File: src/rtl/calc_pkg.sv
// Shared operation/state types and the key-event priority encoder for the
// sequential four-function calculator.
package calc_pkg;

    typedef enum logic [2:0] {
        OP_NONE,
        OP_CLR,
        OP_EQ,
        OP_ADD,
        OP_SUB,
        OP_MUL,
        OP_DIV
    } op_t;

    typedef enum logic [1:0] {
        S_IDLE,
        S_ITER,
        S_FIX
    } state_t;

    // Clear > Equals > Add > Sub > Mul > Div; lower-priority events are dropped.
    function automatic op_t prio_op(input logic clr, input logic eq, input logic add,
                                    input logic sub, input logic mul, input logic div);
        op_t op;
        if (clr)      op = OP_CLR;
        else if (eq)  op = OP_EQ;
        else if (add) op = OP_ADD;
        else if (sub) op = OP_SUB;
        else if (mul) op = OP_MUL;
        else if (div) op = OP_DIV;
        else          op = OP_NONE;
        return op;
    endfunction

endpackage

File: src/rtl/seq_four_func_calc_if.sv
// Key inputs, operand and result/status bus of the calculator core.
interface seq_four_func_calc_if #(parameter int W = 11);

    logic         Clear;
    logic         Equals;
    logic         Add;
    logic         Sub;
    logic         Mul;
    logic         Div;
    logic [W-1:0] Number;
    logic [W-1:0] Total;
    logic         Overflow;
    logic         DivZero;
    logic         Busy;
    logic         Done;

    modport master (
        output Clear, Equals, Add, Sub, Mul, Div, Number,
        input  Total, Overflow, DivZero, Busy, Done
    );

    modport slave (
        input  Clear, Equals, Add, Sub, Mul, Div, Number,
        output Total, Overflow, DivZero, Busy, Done
    );

endinterface

File: src/rtl/seq_muldiv_unit.sv
// Magnitude shift-add multiplier and restoring divider, one bit per cycle,
// W iterations per operation.
module seq_muldiv_unit #(
    parameter int W = 11
) (
    input  logic           clk,
    input  logic           rst_n,
    input  logic           start,
    input  logic           mode_mul,
    input  logic [W-1:0]   a_mag,
    input  logic [W-1:0]   b_mag,
    input  logic           abort,
    output logic [2*W-1:0] result,
    output logic           last,
    output logic           ready
);

    localparam int CW = $clog2(W + 1);
    localparam logic [CW-1:0] CNT_LAST = CW'(W - 1);
    localparam logic [CW-1:0] CNT_DONE = CW'(W);

    logic           run_q, run_d;
    logic           mul_q, mul_d;
    logic [CW-1:0]  cnt_q, cnt_d;
    // acc: product accumulator (mul) or partial remainder (div)
    logic [2*W-1:0] acc_q, acc_d;
    logic [2*W-1:0] mcand_q, mcand_d;
    // shr: multiplier shifting out (mul) or dividend shifting out / quotient in (div)
    logic [W-1:0]   shr_q, shr_d;
    logic [W:0]     rem_sh;
    logic [W+1:0]   trial;

    always_comb begin
        run_d   = run_q;
        mul_d   = mul_q;
        cnt_d   = cnt_q;
        acc_d   = acc_q;
        mcand_d = mcand_q;
        shr_d   = shr_q;
        rem_sh  = {acc_q[W-1:0], shr_q[W-1]};
        trial   = {1'b0, rem_sh} - {2'b00, mcand_q[W-1:0]};
        if (abort) begin
            run_d = 1'b0;
        end else if (start) begin
            run_d   = 1'b1;
            mul_d   = mode_mul;
            cnt_d   = '0;
            acc_d   = '0;
            mcand_d = {{W{1'b0}}, (mode_mul ? a_mag : b_mag)};
            shr_d   = mode_mul ? b_mag : a_mag;
        end else if (run_q && (cnt_q != CNT_DONE)) begin
            cnt_d = cnt_q + CW'(1);
            if (mul_q) begin
                if (shr_q[0]) acc_d = acc_q + mcand_q;
                mcand_d = mcand_q << 1;
                shr_d   = shr_q >> 1;
            end else if (trial[W+1]) begin
                acc_d = {{(W-1){1'b0}}, rem_sh};
                shr_d = {shr_q[W-2:0], 1'b0};
            end else begin
                acc_d = {{(W-1){1'b0}}, trial[W:0]};
                shr_d = {shr_q[W-2:0], 1'b1};
            end
        end
    end

    always_ff @(posedge clk or negedge rst_n) begin
        if (!rst_n) begin
            run_q <= 1'b0;
            mul_q <= 1'b0;
            cnt_q <= '0;
        end else begin
            run_q <= run_d;
            mul_q <= mul_d;
            cnt_q <= cnt_d;
        end
    end

    always_ff @(posedge clk) begin
        acc_q   <= acc_d;
        mcand_q <= mcand_d;
        shr_q   <= shr_d;
    end

    assign result = mul_q ? acc_q : {{W{1'b0}}, shr_q};
    assign last   = run_q && (cnt_q == CNT_LAST);
    assign ready  = run_q && (cnt_q == CNT_DONE);

endmodule

File: src/rtl/seq_four_func_calc.sv
// Accumulator-style four-function calculator: key edge detect, add/sub,
// sticky flags, sign handling and the IDLE/ITER/FIX sequencer around seq_muldiv_unit.
module seq_four_func_calc
    import calc_pkg::*;
#(
    parameter int W      = 11,
    parameter bit SIGNED = 1'b1
) (
    input  logic                 Clock,
    input  logic                 Resetn,
    seq_four_func_calc_if.slave  bus
);

    logic [5:0]     key_d, key_q, key_evt;
    op_t            op;
    state_t         state_q, state_d;
    logic [W-1:0]   total_q, total_d;
    logic           ovf_q, ovf_d;
    logic           dz_q, dz_d;
    logic           done_q, done_d;
    logic           neg_q, neg_d;
    logic           is_mul_q, is_mul_d;

    logic           sign_a, sign_b;
    logic [W-1:0]   mag_a, mag_b;
    logic [W:0]     add_full, sub_full;
    logic           add_ovf, sub_ovf;
    logic           ud_start, ud_abort, ud_last, ud_ready;
    logic [2*W-1:0] ud_result, prod_s;
    logic [W:0]     prod_hi;
    logic [W-1:0]   quo, quo_s;
    logic           mul_ovf, div_ovf;

    assign key_d   = {bus.Clear, bus.Equals, bus.Add, bus.Sub, bus.Mul, bus.Div};
    assign key_evt = key_d & ~key_q;
    assign op      = prio_op(key_evt[5], key_evt[4], key_evt[3],
                             key_evt[2], key_evt[1], key_evt[0]);

    assign sign_a = SIGNED && total_q[W-1];
    assign sign_b = SIGNED && bus.Number[W-1];
    assign mag_a  = sign_a ? -total_q : total_q;
    assign mag_b  = sign_b ? -bus.Number : bus.Number;

    assign add_full = {1'b0, total_q} + {1'b0, bus.Number};
    assign sub_full = {1'b0, total_q} - {1'b0, bus.Number};
    assign add_ovf  = SIGNED ? ((total_q[W-1] == bus.Number[W-1]) && (add_full[W-1] != total_q[W-1]))
                             : add_full[W];
    assign sub_ovf  = SIGNED ? ((total_q[W-1] != bus.Number[W-1]) && (sub_full[W-1] != total_q[W-1]))
                             : sub_full[W];

    // Signed product fits in W bits only if bits [2W-1:W-1] are all equal.
    assign prod_s  = neg_q ? -ud_result : ud_result;
    assign prod_hi = prod_s[2*W-1:W-1];
    assign mul_ovf = SIGNED ? ((|prod_hi) && !(&prod_hi)) : (|ud_result[2*W-1:W]);
    assign quo     = ud_result[W-1:0];
    assign quo_s   = neg_q ? -quo : quo;
    assign div_ovf = SIGNED && !neg_q && quo[W-1];

    seq_muldiv_unit #(.W(W)) u_muldiv (
        .clk      (Clock),
        .rst_n    (Resetn),
        .start    (ud_start),
        .mode_mul (op == OP_MUL),
        .a_mag    (mag_a),
        .b_mag    (mag_b),
        .abort    (ud_abort),
        .result   (ud_result),
        .last     (ud_last),
        .ready    (ud_ready)
    );

    always_comb begin
        state_d  = state_q;
        total_d  = total_q;
        ovf_d    = ovf_q;
        dz_d     = dz_q;
        done_d   = 1'b0;
        neg_d    = neg_q;
        is_mul_d = is_mul_q;
        ud_start = 1'b0;
        ud_abort = 1'b0;
        if (op == OP_CLR) begin
            // An aborted Mul/Div produces no Done; a plain Clear does.
            total_d  = '0;
            ovf_d    = 1'b0;
            dz_d     = 1'b0;
            done_d   = (state_q == S_IDLE);
            ud_abort = (state_q != S_IDLE);
            state_d  = S_IDLE;
        end else begin
            case (state_q)
                S_IDLE: begin
                    case (op)
                        OP_EQ: begin
                            total_d = bus.Number;
                            ovf_d   = 1'b0;
                            dz_d    = 1'b0;
                            done_d  = 1'b1;
                        end
                        OP_ADD: begin
                            total_d = add_full[W-1:0];
                            ovf_d   = ovf_q | add_ovf;
                            done_d  = 1'b1;
                        end
                        OP_SUB: begin
                            total_d = sub_full[W-1:0];
                            ovf_d   = ovf_q | sub_ovf;
                            done_d  = 1'b1;
                        end
                        OP_MUL, OP_DIV: begin
                            if ((op == OP_DIV) && (bus.Number == '0)) begin
                                dz_d   = 1'b1;
                                ovf_d  = 1'b1;
                                done_d = 1'b1;
                            end else begin
                                ud_start = 1'b1;
                                is_mul_d = (op == OP_MUL);
                                neg_d    = sign_a ^ sign_b;
                                state_d  = S_ITER;
                            end
                        end
                        default: ;
                    endcase
                end
                S_ITER: begin
                    if (ud_last) state_d = S_FIX;
                end
                S_FIX: begin
                    if (ud_ready) begin
                        total_d = is_mul_q ? prod_s[W-1:0] : quo_s;
                        ovf_d   = ovf_q | (is_mul_q ? mul_ovf : div_ovf);
                        done_d  = 1'b1;
                        state_d = S_IDLE;
                    end
                end
                default: state_d = S_IDLE;
            endcase
        end
    end

    always_ff @(posedge Clock or negedge Resetn) begin
        if (!Resetn) begin
            key_q    <= '0;
            state_q  <= S_IDLE;
            total_q  <= '0;
            ovf_q    <= 1'b0;
            dz_q     <= 1'b0;
            done_q   <= 1'b0;
            neg_q    <= 1'b0;
            is_mul_q <= 1'b0;
        end else begin
            key_q    <= key_d;
            state_q  <= state_d;
            total_q  <= total_d;
            ovf_q    <= ovf_d;
            dz_q     <= dz_d;
            done_q   <= done_d;
            neg_q    <= neg_d;
            is_mul_q <= is_mul_d;
        end
    end

    assign bus.Total    = total_q;
    assign bus.Overflow = ovf_q;
    assign bus.DivZero  = dz_q;
    assign bus.Busy     = (state_q != S_IDLE);
    assign bus.Done     = done_q;

endmodule

File: src/flat_wrapper.sv
// flat-port wrapper written by rule: the top's interface ports become plain ports
module seq_four_func_calc_flat import calc_pkg::*;
#(
    parameter int W      = 11,
    parameter bit SIGNED = 1'b1
)
  (Clock, Resetn, bus_Clear, bus_Equals, bus_Add, bus_Sub, bus_Mul, bus_Div, bus_Number, bus_Total, bus_Overflow, bus_DivZero, bus_Busy, bus_Done);
  seq_four_func_calc_if #(.W(W)) bus_i ();
  input  logic Clock;
  input  logic Resetn;
  input wire logic [$bits(bus_i.Clear)-1:0] bus_Clear;
  input wire logic [$bits(bus_i.Equals)-1:0] bus_Equals;
  input wire logic [$bits(bus_i.Add)-1:0] bus_Add;
  input wire logic [$bits(bus_i.Sub)-1:0] bus_Sub;
  input wire logic [$bits(bus_i.Mul)-1:0] bus_Mul;
  input wire logic [$bits(bus_i.Div)-1:0] bus_Div;
  input wire logic [$bits(bus_i.Number)-1:0] bus_Number;
  output wire logic [$bits(bus_i.Total)-1:0] bus_Total;
  output wire logic [$bits(bus_i.Overflow)-1:0] bus_Overflow;
  output wire logic [$bits(bus_i.DivZero)-1:0] bus_DivZero;
  output wire logic [$bits(bus_i.Busy)-1:0] bus_Busy;
  output wire logic [$bits(bus_i.Done)-1:0] bus_Done;
  assign bus_i.Clear = bus_Clear;
  assign bus_i.Equals = bus_Equals;
  assign bus_i.Add = bus_Add;
  assign bus_i.Sub = bus_Sub;
  assign bus_i.Mul = bus_Mul;
  assign bus_i.Div = bus_Div;
  assign bus_i.Number = bus_Number;
  assign bus_Total = bus_i.Total;
  assign bus_Overflow = bus_i.Overflow;
  assign bus_DivZero = bus_i.DivZero;
  assign bus_Busy = bus_i.Busy;
  assign bus_Done = bus_i.Done;
  seq_four_func_calc #(.W(W), .SIGNED(SIGNED)) u_core (.Clock(Clock), .Resetn(Resetn), .bus(bus_i));
endmodule
File: config.mk
export PLATFORM = sky130hd
export DESIGN_NAME = seq_four_func_calc_flat
export DESIGN_NICKNAME = d
export VERILOG_FILES = /design/src/rtl/calc_pkg.sv /design/src/rtl/seq_four_func_calc_if.sv /design/src/rtl/seq_muldiv_unit.sv /design/src/rtl/seq_four_func_calc.sv /design/src/flat_wrapper.sv
export SDC_FILE = /design/constraint.sdc
export NUM_CORES = 1
export LEC_CHECK = 0
export CAP_MARGIN = 20
export CORE_ASPECT_RATIO = 1.5
export CORE_MARGIN = 5
export CORE_UTILIZATION = 45
export CTS_BUF_LIST = sky130_fd_sc_hd__clkbuf_16
export CTS_CLUSTER_SIZE = 20
export DETAILED_ROUTE_END_ITERATION = 8
export GPL_ROUTABILITY_DRIVEN = 0
export GPL_TIMING_DRIVEN = 0
export HOLD_SLACK_MARGIN = 0.03
export PLACE_DENSITY = 0.74
export SLEW_MARGIN = 10
export SYNTH_ARGS = -nofsm -noshare
export SYNTH_HDL_FRONTEND = slang
export SYNTH_HIERARCHICAL = 1
export SYNTH_SLANG_ARGS = --single-unit
File: constraint.sdc
create_clock -name Clock -period 3.85 [get_ports Clock]
set_input_delay 1.155 -clock Clock [delete_from_list [all_inputs] [get_ports Clock]]
set_output_delay 1.155 -clock Clock [all_outputs]
set_load 0.01 [all_outputs]
==> run metrics, run 1 <==
outcome finished with violations; failing checks negative setup slack; layout cells sized above 1 11.18%; diode count 0; Slew HR roughly 39%; vias in the first global route 7,574; YS warnings 6; Max Cap Violations 0; main flop type after synthesis edfxtp_1; min Tclk post-route 3904 ps; Clock Tree Root clkbuf_16; chip width ~120 µm; H-tree Lvls 3; Fill cells 1,587; Total Neg Setup Slack -53.83 ps; IO Pins 34; Worst EP required around 4000 ps; Core ar. 0.01794 mm²; Worst Tran Pin Value 915.6 ps; initial antenna violation count 0; I/O Buffers 33; row cnt 60; Peak VDD IR approximately 0.36 mV; Pleak 3.854 nW; ys async rst share 35.29%; Worst path max stage delay about 800 ps; # hold bufs at CTS 0; Top delay family on crit path compound AO/OA/AOI/OAI gates; critical path class input port to flop; Global Route Usage Sum approximately 22%; Area Overhead vs Synth 17.40%; die footprint 0.02103 mm²; CP endpoint kind flop; wire length per cell around 19 µm; CP max stage cell a222oi_1; Mapped Avg Cell Area 8.505 µm²; cell count after synthesis between 900 and 1,000; Final Cycle Share 101.4%; Clock transition at path regs around 60 ps; Pre-antenna DRT Iters 5; post-detailed-route count of antenna-violating nets 0; Detail Placement HPWL approximately 18,000 µm; Clock Path Buffers 2; fin. max-slew vios 0; crit-path cells dlygate4sd2_1 -> inv_1 -> fa_1 -> nor3_2 -> nor3_2 -> o41ai_2 -> buf_4 -> o21ai_4 -> nand4_1 -> nand4_1 -> a222oi_1 -> a211oi_2; first-pass GRT wire length 38,040 µm; largest net degree at the start of global routing 31; flops & latches, synth between 80 and 90; clk_skew ~9.4 ps; Total Wirelength around 24,000 µm; Arrival @ worst endpoint slightly above 4000 ps; Syn Nets 1,042; fin util 53.54%; Worst-Skew Late Latency roughly 340 ps; endpoints failing hold 0; Initial Util between 40% and 50%; vias about 7,600; Cell Count, Final, Fillers Out 1,246; TritonCTS buffer count 9; Worst Path Buf+Inv 3; Mapped Area approximately 0.0082 mm²; Yosys cell types 77; GRT overflow 0; drt drc 0; RSZ-0062 raised after global routing yes; Iter 0 DRT Violations 463; Layout Nets 1,104; CP startpoint kind input port; f_max 0.2562 GHz; Pwr Density 805.4 mW/mm²; Post-Place Cells 1,212; CTS Sinks between 80 and 90; Post-synth EDFFs 55; Via density 6.106; hold_ws 516.5 ps; register area share after synthesis 29.36%; Hold Crit Class flop to flop; chip height 175.1 µm; Finish-stage setup viols 1; Final WS setup -53.83 ps; crit-path max FO 5; CTS tree yes
-- area by class of cell --
cell class                      instances  area, µm²  share of cell area, %
Inverter                               52      201.4                  2.097
Clock inverter                          7      97.59                  1.016
Tap cell                              217      271.5                  2.827
Clock buffer                            9      225.2                  2.345
Buffer                                 45      249.0                  2.592
Multi-Input combinational cell        778       5602                  58.32
Sequential cell                        85       2402                  25.01
Timing Repair Buffer                   53      556.8                  5.797
-- repair_timing --
action                     CTS  global route
cloned                       2             1
gates resized for setup     51            33
pin swaps                   11             9
setup endpoints to repair  117            88
setup buffers               12             7
-- synthesized netlist by cell type, drive strengths merged (12+ instances only) --
cell,instances,area (µm²)
inv,51,191.4
nor2b,39,244.0
ha,57,713.2
nand2,73,274.0
o21ai,47,235.2
edfxtp,55,1652
a21oi,82,410.4
mux2i,29,290.3
nand4,13,81.33
and2,13,81.33
o211ai,12,90.09
nand3,22,110.1
a211oi,23,177.7
xor2,22,192.7
nor2,71,266.5
a21o,22,165.2
clkbuf,38,142.6
nand2b,18,112.6
xnor2,37,324.1
nor3,27,135.1
dfrtp,30,750.7
-- per-stage QoR --
stage	power, mW	instance area [µm²]	setup WS (ps)
after global placement	6.226	8810	-1396
after global routing	8.332	9605	-187.0
after floorplan	5.217	8208	33.76
final	7.736	9605	-53.83
after CTS	7.573	9459	-6.601
after detailed placement	6.307	8805	-1382
-- worst paths after layout --
check	end	slack [ps]	depth (start not counted)	startpoint
hold reg to reg	u_core/bus.DivZero	520	1	u_core/bus.DivZero
setup reg to reg	u_core/bus.Overflow	40	13	u_core/u_muldiv/mul_q
max in group asynchronous	u_core/bus.Overflow	2540	1	Resetn
hold / removal	u_core/bus.DivZero	520	1	u_core/bus.DivZero
min in group asynchronous	u_core/key_q[5]	860	1	Resetn
setup / recovery	u_core/bus.Overflow	-50	12	bus_Number[1]
-- layout by cell type (no fill, tap or decap), types with 13 or more instances in the layout --
| cell | count |
|---|---|
| a211oi_1 | 22 |
| nand2_1 | 73 |
| nand4_1 | 13 |
| and2_1 | 13 |
| edfxtp_1 | 55 |
| a21o_1 | 22 |
| clkdlybuf4s50_1 | 21 |
| o21ai_0 | 43 |
| dfrtp_1 | 30 |
| ha_1 | 51 |
| nor3_1 | 21 |
| nor2_1 | 67 |
| nand2b_1 | 17 |
| xor2_1 | 22 |
| inv_1 | 48 |
| clkbuf_1 | 23 |
| nand3_1 | 22 |
| nor2b_1 | 34 |
| buf_4 | 15 |
| mux2i_1 | 29 |
| a21oi_1 | 82 |
| xnor2_1 | 37 |
-- flip-flops by register name (all words and copies together), names as in the netlist, 2 cells and up --
name,cells
u_core/u_muldiv/mcand_q,22
u_core/state_q,2
u_core/u_muldiv/shr_q,11
u_core/u_muldiv/acc_q,22
u_core/key_q,6
u_core/bus.Total,11
u_core/u_muldiv/cnt_q,4
-- per-layer routing --
| layer | global-route usage [%] | part of all wire [%] | up-vias |
|---|---|---|---|
| met5 | 0 | 0 | - |
| li1 | - | - | 3694 |
| met4 | 13.47 | 6.0 | 0 |
| met2 | 40.96 | 52 | 215 |
| met1 | 24.79 | 39 | 3623 |
| met3 | 2.040 | 3.4 | 76 |
-- where the power goes --
part,leakage [nW],switching (mW),internal [mW]
clock,0.149,0.375,0.571
sequential,0.901,0.358,1.45
combinational,2.80,2.83,2.15
-- logic make-up after synthesis --
kind of cell	share of synthesized area, %
muxes	4.098
buffers and inverters	5.016
and+or+nand+nor	21.07
AOI/OAI and AO/OA	24.44
DFF	29.36
xor gates and xnor gates	6.316
adders and majority gates	9.696
(Power assumes the default switching activity.)
==> run 2, diff against run 1 <==
==> constraint.sdc (replaced) <==
create_clock -name Clock -period 3.57 [get_ports Clock]
set_input_delay 1.071 -clock Clock [delete_from_list [all_inputs] [get_ports Clock]]
set_output_delay 1.071 -clock Clock [all_outputs]
set_load 0.01 [all_outputs]
==> run metrics, run 2 (synthesized netlist as in run 1, its figures left out) <==
initial antenna violation count 0 (unchanged); Worst Tran Pin Value 830.3 ps (-85.30 ps); vias in the first global route 7,946 (+4.9%); chip width 120.1 µm (unchanged); Pwr Density 860.1 mW/mm² (+6.8%); Global Route Usage Sum 23.18% (+0.78 points); f_max 0.2831 GHz; Arrival @ worst endpoint 3760 ps (-320 ps); CP endpoint kind flop; Gate power share 65.6% (+1.3 points); Internal 4.555 mW (+9.0%); Via density 6.209 (+1.7%); RSZ-0062 raised after global routing yes; Clock transition at path regs 60 ps (about the same); TritonCTS buffer count 9 (unchanged); drt drc 0 (unchanged); diode count 0 (unchanged); CP startpoint kind input port; CTS Sinks 85 (unchanged); CP max stage cell nor3_2; post-detailed-route count of antenna-violating nets 0 (unchanged); CTS tree yes; most common cell after layout, fill and taps aside a21oi_1; Pleak 3.972 nW (+3.0%); H-tree Lvls 3 (unchanged); Switching Fraction 46.47% (+0.47 points); power share of the sequential group 23.1% (-0.3 points); Core ar. 0.01794 mm² (unchanged); layout cells sized above 1 16.30% (+5.1 points); hold_ws 529.9 ps (+13.37 ps); Worst path max stage delay 730 ps (-70 ps); Post-Layout Inst Area 0.009893 mm² (+3.0%); Total Neg Setup Slack 0 ps (+53.83 ps); biggest regs u_core/u_muldiv/acc_q (22), u_core/u_muldiv/mcand_q (22); critical path class input port to flop; Worst R2R Setup Slack 150 ps (+110 ps); IO Pins 34 (unchanged); # hold bufs at CTS 0 (unchanged); Iter 0 DRT Violations 513 (+11%); Worst Path Buf+Inv 3 (unchanged); Psw 3.954 mW (+11%); Total Wirelength 24,620 µm (+4.1%); crit-path cells clkdlybuf4s50_1 -> nor2b_2 -> clkbuf_2 -> nor3_2 -> nor2_1 -> clkbuf_1 -> a21oi_1 -> o221ai_1 -> a32o_1; Finish-stage setup viols 0 (-1); outcome complete, no violations; fin util 55.14% (+1.6 points); Worst EP required 3800 ps (-230 ps); Clock Tree Root clkbuf_16; Initial Util 45.60% (unchanged); Clock Path Buffers 2 (unchanged); wire length per cell 19.44 µm (+2.4%); Tot Pwr 8.509 mW (+10%); Clk pwr share 11.3% (-0.9 points); Slew HR 44.65% (+5.7 points); row cnt 60 (unchanged); first-pass GRT wire length 39,350 µm (+3.4%); Top delay family on crit path simple AND/OR/NAND/NOR gates; die footprint 0.02103 mm² (unchanged); Pre-antenna DRT Iters 7 (+2); Hold Crit Class flop to flop; I/O Buffers 33 (unchanged); Worst-Skew Late Latency 340 ps (about the same); GRT overflow 0 (unchanged); dpl cell area 0.008850 mm² (+0.51%); Peak VDD IR 0.3882 mV (+8.1%); Max Cap Violations 0 (unchanged); fin. max-slew vios 0 (unchanged); Final Cycle Share 98.96%; min Tclk post-route 3533 ps; endpoints failing hold 0 (unchanged); largest net degree at the start of global routing 31 (unchanged); crit-path max FO 10 (+5); chip height 175.1 µm (unchanged); Detail Placement HPWL 17,710 µm (+0.59%); Layout Nets 1,124 (+1.8%); vias 7,860 (+3.3%); clk_skew 8.181 ps (-1.223 ps); Area Overhead vs Synth 20.92%; most frequent cells in the layout a21oi_1, nand2_1, nor2_1, edfxtp_1, ha_1
run 2: cell count changes in the layout (fill, tap and decap cells not counted), sizes merged:
cell and delta:
dlygate4sd2 -4, dlymetal6s2s -1, clkdlybuf4s50 -3, bufinv -1, clkbuf +6, clkinv +1
buf +22
run 2: metrics by stage:
| stage | worst slack [ps] | std cells |
|---|---|---|
| final | 37.05 | 1266 |
| after detailed placement | -1467 | 1212 |
| after global placement | -1524 | 1212 |
| after floorplan | 16.16 | 962 |
| after CTS | -96.83 | 1251 |
| after global routing | -51.08 | 1266 |
run 2: timing repair:
| action | in CTS | in global routing |
|---|---|---|
| resized for setup | 76 | 65 |
| cloned | 3 | 0 |
| buffers inserted | 25 | 15 |
| endpoints found under the setup margin | 123 | 103 |
| pin swaps | 12 | 18 |
run 2: layout make-up:
cell class | instances | area (µm²)
Buffer | 44 | 250.2
Clock buffer | 9 | 225.2
Clock inverter | 7 | 73.82
Fill cell | 1529 | 8049
Inverter | 52 | 201.4
Multi-Input combinational cell | 778 | 5786
Sequential cell | 85 | 2404
Tap cell | 217 | 271.5
Timing Repair Buffer | 74 | 681.9
run 2: power by group through the flow:
stage / registers, mW / logic, mW / clock network (mW)
2_1_floorplan: 1.84 / 3.81 / 0
3_3_place_gp: 1.94 / 4.79 / 0
3_5_place_dp: 1.96 / 4.87 / 0
4_1_cts: 1.95 / 5.31 / 0.973
5_1_grt: 2.02 / 6.13 / 1.02
6_report: 1.97 / 5.58 / 0.961
run 2: worst paths after layout:
check / startpoint / endpoint / cells past startpoint
setup reg to reg: u_core/u_muldiv/mul_q / u_core/bus.Overflow / 13
min in group asynchronous: Resetn / u_core/key_q[5] / 1
hold / removal: u_core/bus.DivZero / u_core/bus.DivZero / 1
setup / recovery: bus_Clear / u_core/bus.Total[8] / 9
max in group asynchronous: Resetn / u_core/u_muldiv/mul_q / 1
hold reg to reg: u_core/bus.DivZero / u_core/bus.DivZero / 1
run 2: routing by layer:
layer	routed length, µm	share of wire (%)	track usage (%)	up-vias
li1	-	-	-	3748
met1	9066	37	24.60	3720
met2	12840	52	42.48	298
met3	1038	4.2	2.396	94
met4	1670	6.8	15.77	0
met5	0	0	0	-
run 2: worst reg2reg max path: cells and delay by family (launching register included):
family	cells	cell delay, ps
compound gates	4	590
flops	1	460
buf+inv	3	650
simple gates	5	1390
xor+xnor	1	160
